## config.mk

```make
export PLATFORM = sky130hd
export DESIGN_NAME = noc_link_tx
export DESIGN_NICKNAME = d
export VERILOG_FILES = /design/src/rtl/noc_pkg.sv /design/src/rtl/noc_credit_counter.sv /design/src/rtl/noc_link_tx.sv
export SDC_FILE = /design/constraint.sdc
export NUM_CORES = 1
export LEC_CHECK = 0
export ABC_AREA = 1
export BUFFER_PORTS_ARGS = -buffer_cell sky130_fd_sc_hd__buf_2
export CAP_MARGIN = 20
export CORE_MARGIN = 2
export CORE_UTILIZATION = 30
export CTS_CLUSTER_SIZE = 20
export DETAILED_ROUTE_END_ITERATION = 10
export HOLD_SLACK_MARGIN = 0.03
export PLACE_DENSITY = 0.53
export SLEW_MARGIN = 10
export SYNTH_ARGS = -nofsm -noshare
export SYNTH_HDL_FRONTEND = slang
export SYNTH_HIERARCHICAL = 1
export SYNTH_SLANG_ARGS = --single-unit
```

## constraint.sdc

```tcl
create_clock -name clk -period 1.9 [get_ports clk]
set_input_delay 0.38 -clock clk [delete_from_list [all_inputs] [get_ports clk]]
set_output_delay 0.38 -clock clk [all_outputs]
set_load 0.01 [all_outputs]
```

## src/rtl/noc_pkg.sv

```systemverilog
// Shared definitions for the NoC link transmit path.
//   FLIT_W_DEFAULT   : default flit width (FIFO data width)
//   FT_HEAD/BODY/TAIL/SINGLE : flit type codes held in the top two flit bits
//   state_t          : transmit framing FSM states (S_IDLE, S_PKT)
package noc_pkg;

  localparam int FLIT_W_DEFAULT = 16;

  localparam logic [1:0] FT_BODY   = 2'b00;
  localparam logic [1:0] FT_HEAD   = 2'b01;
  localparam logic [1:0] FT_TAIL   = 2'b10;
  localparam logic [1:0] FT_SINGLE = 2'b11;

  typedef enum logic {
    S_IDLE = 1'b0,
    S_PKT  = 1'b1
  } state_t;

endpackage

```

## src/rtl/noc_credit_counter.sv

```systemverilog
// Credit counter for credit-based link flow control.
//   clk, reset : clock, synchronous active-high reset (count reloads CREDITS)
//   inc        : downstream returned one buffer slot this cycle
//   dec        : one flit is sent this cycle (caller only asserts when avail)
//   avail      : at least one credit is held (count != 0)
//   overflow   : combinational pulse, credit returned while already full and
//                no flit is consuming one
//   count      : current credit count
module noc_credit_counter #(
  parameter int  CREDITS = 16,
  localparam int CW      = $clog2(CREDITS) + 1
) (
  input  logic          clk,
  input  logic          reset,
  input  logic          inc,
  input  logic          dec,
  output logic          avail,
  output logic          overflow,
  output logic [CW-1:0] count
);

  localparam logic [CW-1:0] FULL = CW'(CREDITS);

  assign avail    = (count != '0);
  assign overflow = inc && !dec && (count == FULL);

  always_ff @(posedge clk) begin
    if (reset) begin
      count <= FULL;
    end else begin
      case ({inc, dec})
        // A spurious extra credit saturates at FULL; overflow flags it.
        2'b10: if (count != FULL) count <= count + CW'(1);
        // Floor guard: dec should never arrive with zero credits.
        2'b01: if (count != '0)   count <= count - CW'(1);
        default: count <= count;
      endcase
    end
  end

endmodule

```

## src/rtl/noc_link_tx.sv

```systemverilog
// Transmit end of a router output port.
// Pops flits from the output FIFO, forwards them onto the link one cycle
// later, enforces credit-based flow control, tracks packet framing and counts
// completed packets.
//   clk, reset   : clock, synchronous active-high reset
//   tx_en        : permission to pop new flits
//   fifo_empty   : FIFO empty flag
//   fifo_data    : FIFO head flit (combinational, valid while !fifo_empty)
//   fifo_read    : FIFO pop strobe (combinational)
//   link_valid   : link_flit carries a flit this cycle (registered)
//   link_flit    : outgoing flit (registered, holds when not valid)
//   credit_in    : downstream freed one slot (one-cycle pulse)
//   tx_busy      : a multi-flit packet is open
//   pkt_count    : completed packets, wraps
//   err_proto    : sticky framing / credit protocol error
//   state_dbg    : framing FSM state, for observation
//   credits_dbg  : credit counter value, for observation
//
// Handshake: the FIFO side is a pop interface. fifo_read is asserted exactly
// when a flit is taken this cycle (tx_en, data present, credit held, not in
// reset); the flit on fifo_data is consumed at that same clock edge and shows
// up on link_flit with link_valid=1 in the following cycle. The link side has
// no ready: a credit held guarantees the downstream slot.
module noc_link_tx
  import noc_pkg::*;
#(
  parameter int  FLIT_W  = FLIT_W_DEFAULT,
  parameter int  CREDITS = 16,
  parameter int  CNT_W   = 16,
  localparam int CW      = $clog2(CREDITS) + 1
) (
  input  logic              clk,
  input  logic              reset,
  input  logic              tx_en,
  input  logic              fifo_empty,
  input  logic [FLIT_W-1:0] fifo_data,
  output logic              fifo_read,
  output logic              link_valid,
  output logic [FLIT_W-1:0] link_flit,
  input  logic              credit_in,
  output logic              tx_busy,
  output logic [CNT_W-1:0]  pkt_count,
  output logic              err_proto,
  output state_t            state_dbg,
  output logic [CW-1:0]     credits_dbg
);

  state_t     state, state_next;
  logic       send;
  logic       credit_avail;
  logic       credit_overflow;
  logic       pkt_done;
  logic       frame_err;
  logic [1:0] ftype;

  assign ftype     = fifo_data[FLIT_W-1 -: 2];
  assign send      = tx_en && !fifo_empty && credit_avail && !reset;
  assign fifo_read = send;
  assign state_dbg = state;

  noc_credit_counter #(
    .CREDITS (CREDITS)
  ) u_credit (
    .clk      (clk),
    .reset    (reset),
    .inc      (credit_in),
    .dec      (send),
    .avail    (credit_avail),
    .overflow (credit_overflow),
    .count    (credits_dbg)
  );

  // Framing FSM: only a popped flit moves it. Malformed sequences are still
  // forwarded; they just raise the error flag.
  always_comb begin
    state_next = state;
    pkt_done   = 1'b0;
    frame_err  = 1'b0;
    if (send) begin
      case (state)
        S_IDLE: begin
          case (ftype)
            FT_HEAD:   state_next = S_PKT;
            FT_SINGLE: pkt_done   = 1'b1;
            default:   frame_err  = 1'b1;  // body/tail with no open packet
          endcase
        end
        S_PKT: begin
          case (ftype)
            FT_BODY: state_next = S_PKT;
            FT_TAIL: begin
              state_next = S_IDLE;
              pkt_done   = 1'b1;
            end
            // New head restarts the packet; the abandoned one is not counted.
            FT_HEAD: frame_err = 1'b1;
            default: begin  // single inside a packet
              state_next = S_IDLE;
              pkt_done   = 1'b1;
              frame_err  = 1'b1;
            end
          endcase
        end
        default: state_next = S_IDLE;
      endcase
    end
  end

  always_ff @(posedge clk) begin
    if (reset) begin
      state      <= S_IDLE;
      tx_busy    <= 1'b0;
      link_valid <= 1'b0;
      link_flit  <= '0;
      pkt_count  <= '0;
      err_proto  <= 1'b0;
    end else begin
      state      <= state_next;
      tx_busy    <= (state_next == S_PKT);
      link_valid <= send;
      if (send)      link_flit <= fifo_data;
      if (pkt_done)  pkt_count <= pkt_count + CNT_W'(1);
      if (frame_err || credit_overflow) err_proto <= 1'b1;
    end
  end

endmodule

```

## After elaboration in Yosys (flattened, before gate mapping)

Index checks and enable logic that the tools add are counted.

| operators by class | value |
|---|---|
| reduce and logical (&&, ||, !) cells | 16 |
| equality and inequality tests | 9 |
| bitwise gates (word level) | 1 |
| multiplexer cells | 14 |
| add/subtract/negate cells | 3 |

Operator list:

| kind | number |
|---|---|
| adder 16 x 1 -> 16 bit, second input constant | 1 |
| 2-to-1 mux 5 bit | 2 |
| one-hot mux 5 bit (2 select lines) | 1 |
| 2-to-1 mux 1 bit | 8 |
| equality test 2 bit, second input constant | 3 |
| one-hot mux 1 bit (2 select lines) | 3 |
| OR reduction 2 bit | 3 |
| adder 5 x 1 -> 5 bit, second input constant | 1 |
| equality test 5 bit, second input constant | 1 |
| logical AND 1 bit | 5 |
| != test 5 bit, second input constant | 1 |
| nonzero test 5 bit | 1 |
| subtractor 5 x 1 -> 5 bit, second input constant | 1 |
| equality test 2 x 1 -> 1 bit, second input constant | 2 |
| logical NOT 1 bit | 3 |
| AND reduction 3 bit | 1 |
| logical NOT 2 bit | 1 |
| != test 2 x 1 -> 1 bit, second input constant | 1 |
| != test 2 bit, second input constant | 1 |
| nonzero test 2 bit | 1 |
| logical OR 1 bit | 1 |
| NOT 1 bit | 1 |

| storage, ports and cells | value |
|---|---|
| output and inout bits | 42 |
| register bits after elaboration | 40 |
| logic and storage cells | 49 |

## Depth between registers and ports, before layout

| depth | value |
|---|---|
| depth after elaboration | 8 |
| mapped depth | 17 |

## Hierarchy

Netlist, hierarchy kept.

Modules (own cells, without submodules):

| module | cells each | seq. area each (µm²) | times used | area an instance (µm²) |
|---|---|---|---|---|
| noc_link_tx | 238 | 700.7 | 1 | 1682.9 |
| noc_credit_counter | 65 | 100.1 | 1 | 416.6 |

## Worst setup path before layout

OpenSTA, ideal clock, no wires.

| path | value |
|---|---|
| path kind | reg-to-reg |
| from | register u_credit.count[2] |
| to | register u_credit.count[4] |
| arrival time | 1.992 ns |
| path buffers | 1 |
| setup slack | -0.205 ns |
| setup time | 0.113 ns |
| period minus slack after synthesis | 2.105 ns |
| cell stages (with the launch flop) | 18 |
| cell sequence | dfxtp_1 > inv_1 > nand4_2 > nand2_2 > nor2_8 > buf_2 > nand2_2 > nand2_1 > nand2_1 > inv_2 > ha_1 > inv_1 > nand2_1 > nand4_1 > nand2_1 > nand2_1 > nand3_1 > nand2_1 |

| on the way | value |
|---|---|
| longest elaborated chain between the ends | 6 |
| elaborated cells on any way between the ends | 15 |
| those cells by class | 2 x add/sub; 5 x eq/ne; 3 x mux; 5 x reduce/logical |

RTL lines:

| element | RTL line | RTL |
|---|---|---|
| start: declaration | noc_credit_counter.sv:19 | `output logic [CW-1:0] count` |
| start signal: assignment | noc_credit_counter.sv:33 | `2'b10: if (count != FULL) count <= count + CW'(1);` |
| start signal: assignment | noc_credit_counter.sv:35 | `2'b01: if (count != '0) count <= count - CW'(1);` |
| start signal: assignment | noc_credit_counter.sv:36 | `default: count <= count;` |
| nonzero test 5 bit (*) | noc_credit_counter.sv:24 | `assign avail = (count != '0);` |
| via credit_avail | noc_link_tx.sv:50 | `logic credit_avail;` |
| logical AND 1 bit (*) (2 in series) | noc_link_tx.sv:57 | `assign send = tx_en && !fifo_empty && credit_avail && !reset;` |
| via fifo_read | noc_link_tx.sv:37 | `output logic fifo_read,` |
| equality test 2 bit / equality test 2 x 1 -> 1 bit (equally long branches) | noc_credit_counter.sv:31 | `case ({inc, dec})` |
| != test 2 x 1 -> 1 bit (no source line) (tied with other cells) | - |  |
| AND reduction 3 bit (no source line) | - |  |

Mark *: on every way through the listed nets, which the timed path passes. The rest lies on a longest branch. The select of a mux whose other input is x is not followed.
A chain may end at the register's enable or synchronous reset.

## Worst setup path in the final report

| path | value |
|---|---|
| from | register u_credit.count[1] |
| to | register u_credit.count[4] |

| on the way | value |
|---|---|
| longest elaborated chain between the ends | 6 |
| elaborated cells on any way between the ends | 15 |
| those cells by class | 2 x add/sub; 5 x eq/ne; 3 x mux; 5 x reduce/logical |

RTL lines:

| element | RTL line |
|---|---|
| nonzero test 5 bit (*) | noc_credit_counter.sv:24 |
| via credit_avail | noc_link_tx.sv:50 |
| logical AND 1 bit (2 in series) | noc_link_tx.sv:57 |
| equality test 2 bit / equality test 2 x 1 -> 1 bit (equally long branches) | noc_credit_counter.sv:31 |
| != test 2 x 1 -> 1 bit (no source line) (tied with other cells) | - |
| AND reduction 3 bit (no source line) | - |

Marks and branches as above.

==> results.md <==
- Status: completed
- DP HPWL: 3.731 mm
- Final WL: 5.176 mm
- Avg WL per Cell: 11.06 um
- P_sw: 712.3 uW
- Mapped cell area: 2100 um2
- Initial antenna violation count: 0
- Initial Util: 0.3090
- Switch share: 0.3325
- Ys Warns: 6
- Max_cap viols: 0
- Pins Over Slew Limit: 0
- # diodes: 0
- Post-Place Cells: 458
- Peak VDD IR: 494.1 uV
- Number of synthesized flops with an enable pin: 0
- CP Launch Type: flop
- Share of layout cells above drive strength 1: 0.3145
- Worst-path clk slew: 0.08 ns
- Worst-path fanout max: 5
- Post-route cell area: 2674 um2
- Period minus WS final: 1.800 ns
- Seq pwr share: 0.464
- Max clock buf depth: 2
- Fin cells: 468
- Largest net degree at the start of global routing: 31
- CORE AREA: 6794 um2
- Clock power share: 0.278
- Die X: 87.66 um
- Max incr delay on CP: 0.37 ns
- Hold Crit Class: input pin to flop
- # DRC: 0
- Final hold violations: 0
- Syn Inst Count: 303
- Fin nets: 395
- Clock sink count: 40
- Worst Path Buf+Inv: 3
- Fmax: 0.5554 GHz
- Vias in the first global route: 1941
- GRT Util Overall: 0.1401
- Row count: 30
- Pwr Density: 801.3 nW/um2
- Vias: 2089
- Number of unique standard cell types used by synthesis: 33
- Cell internal pwr: 1.430 mW
- Port Buffers: 62
- Synth Flop Type: dfxtp_1
- Leakage power: 1.405 nW
- Antenna viol nets, final: 0
- Sequential area share after synthesis: 0.3814
- CTS root buffer: clkbuf_8
- GRT overflow: 0
- DR pass1 iterations: 4
- Final RePlAce weighted congestion: 0.9421
- Slew at the pin closest to its max-slew limit: 0.3523 ns
- Die Y: 87.66 um
- Most frequent CP cell: nand2_1
- Fin crit share: 0.9476
- Avg Inst Size Synth: 6.929 um2
- Synth top cells by count: 84 x nand2_1, 40 x dfxtp_1, 38 x nand3_1
- Synth Net Count: 327
- Post-synth top area cell: dfxtp_1
- Post-layout power: 2.143 mW
- First-pass GRT wire length: 8.707 mm
- Comb power frac: 0.258
- Via density: 4.464
- TritonCTS clock tree: done
- Core Util, Final: 0.3936
- Initial drt markers: 83
- Slew HR: 0.7651
- Full die area: 7683 um2
- Area Overhead vs Synth: 27.35%
- Area after DPL: 2527 um2
- CP endpoint kind: flop
- Synth top area share: 0.3814
- Ys async rst share: 0
- Most common cell in the netlist: nand2_1
- Area contributors post-synth: dfxtp_1 38%, nand2_1 15%, nand3_1 9.1%, inv_1 6.6%, nor2_1 4.5%
- Worst Path Class, Setup: flop to flop
- Total CTS buffers: 5
- Critical path cell sequence: inv_1, nand4_4, nand2_4, nor2_8, nand2_4, nand2_1, nand2_1, inv_2, ha_1, inv_1, nand2_1, nand4_1, nand3_1, nand3_1, nand2_1
- Number of synthesized register bits: 40
- Worst hold slack: 0.2803 ns
- Arr. time, crit path: 1.99 ns
- Final clock skew: 0.004527 ns
- Setup Viol. Count Final: 0
- I/O pin total: 63
- Family with the most delay on the worst path: simple AND/OR/NAND/NOR gates
- H-tree depth: 2
- Critical Path RT: 2.09 ns
- Max stage delay cell, worst path: dfxtp_4
- Worst skew pair latency: 0.29 ns
[layout by cell type (no fill, tap or decap), drive strengths merged, types with 3 or more instances in the layout]
cell type and instances:
nand2 94, buf 69, inv 46, dfxtp 40, nand3 39, nor2 33
a21oi 15, o21ai 9, clkbuf 6, nand4 6, nor3 3, ha 3
clkinv 3
[power groups by stage]
stage	clock (mW)	sequential, mW	combinational (mW)
floorplan	0	1.02	0.315
global placement	0	0.994	0.511
detailed placement	0	0.999	0.511
CTS	0.620	0.979	0.515
global route	0.654	1.01	0.615
finish	0.596	0.995	0.552
[logic make-up after synthesis]
kind of cell               share of synthesized area
xor gates and xnor gates                    0.008345
AOI/OAI and AO/OA                            0.06973
and+or+nand+nor                               0.4124
DFF                                           0.3814
adders and majority gates                    0.01788
buffers and inverters                         0.1102
[timing repair]
item,4_1_cts,5_1_grt
setup buffers,0,2
hold buffers,0,0
hold endpoints to repair,0,0
endpoints found under the setup margin,1,3
resized for setup,1,8
pin swaps,0,4
[worst min-delay path, stage by stage]
cell	delay, ns
buf_2	0.07
nand2_1	0.04
nand2_1	0.05
[per-stage QoR]
stage / setup WS, ns / TNS [ns]
after floorplan: 0.01248 / 0
after global placement: 0.1253 / 0
after detailed placement: 0.06030 / 0
after CTS: 0.03555 / 0
after global routing: -0.03460 / -0.03460
final: 0.09952 / 0
[final timing paths]
check	slack (ns)	end	cells past startpoint	from
worst max-delay path	0.1	u_credit/count[4]$_SDFFE_PP1P_	15	u_credit/count[1]$_SDFFE_PP0P_
worst min-delay path	0.28	link_flit[3]$_SDFFE_PP0P_	3	fifo_data[3]
worst max register to register	0.1	u_credit/count[4]$_SDFFE_PP1P_	15	u_credit/count[1]$_SDFFE_PP0P_
worst min register to register	0.46	link_flit[0]$_SDFFE_PP0P_	2	link_flit[0]$_SDFFE_PP0P_
[layout make-up]
| class | instances | area, um2 |
|---|---|---|
| clock buffer | 6 | 82.58 |
| multi-input combinational | 208 | 1104 |
| tap | 96 | 120.1 |
| clock inverter | 2 | 10.01 |
| fill | 735 | 4120 |
| inverter | 47 | 176.4 |
| timing repair buffer | 69 | 366.6 |
| sequential | 40 | 814.5 |
[layer usage]
metal	track usage	wire length (um)
met4	0.02937	24
met2	0.2466	2531
met1	0.1748	2394
met5	0	0
met3	0.03205	226
[flip-flops by register name, indices dropped and copies added, names as in the netlist]
register        count
u_credit/count      5
state_dbg           1
link_valid          1
link_flit          16
err_proto           1
pkt_count          16
Power figures use the tool's default switching activity.
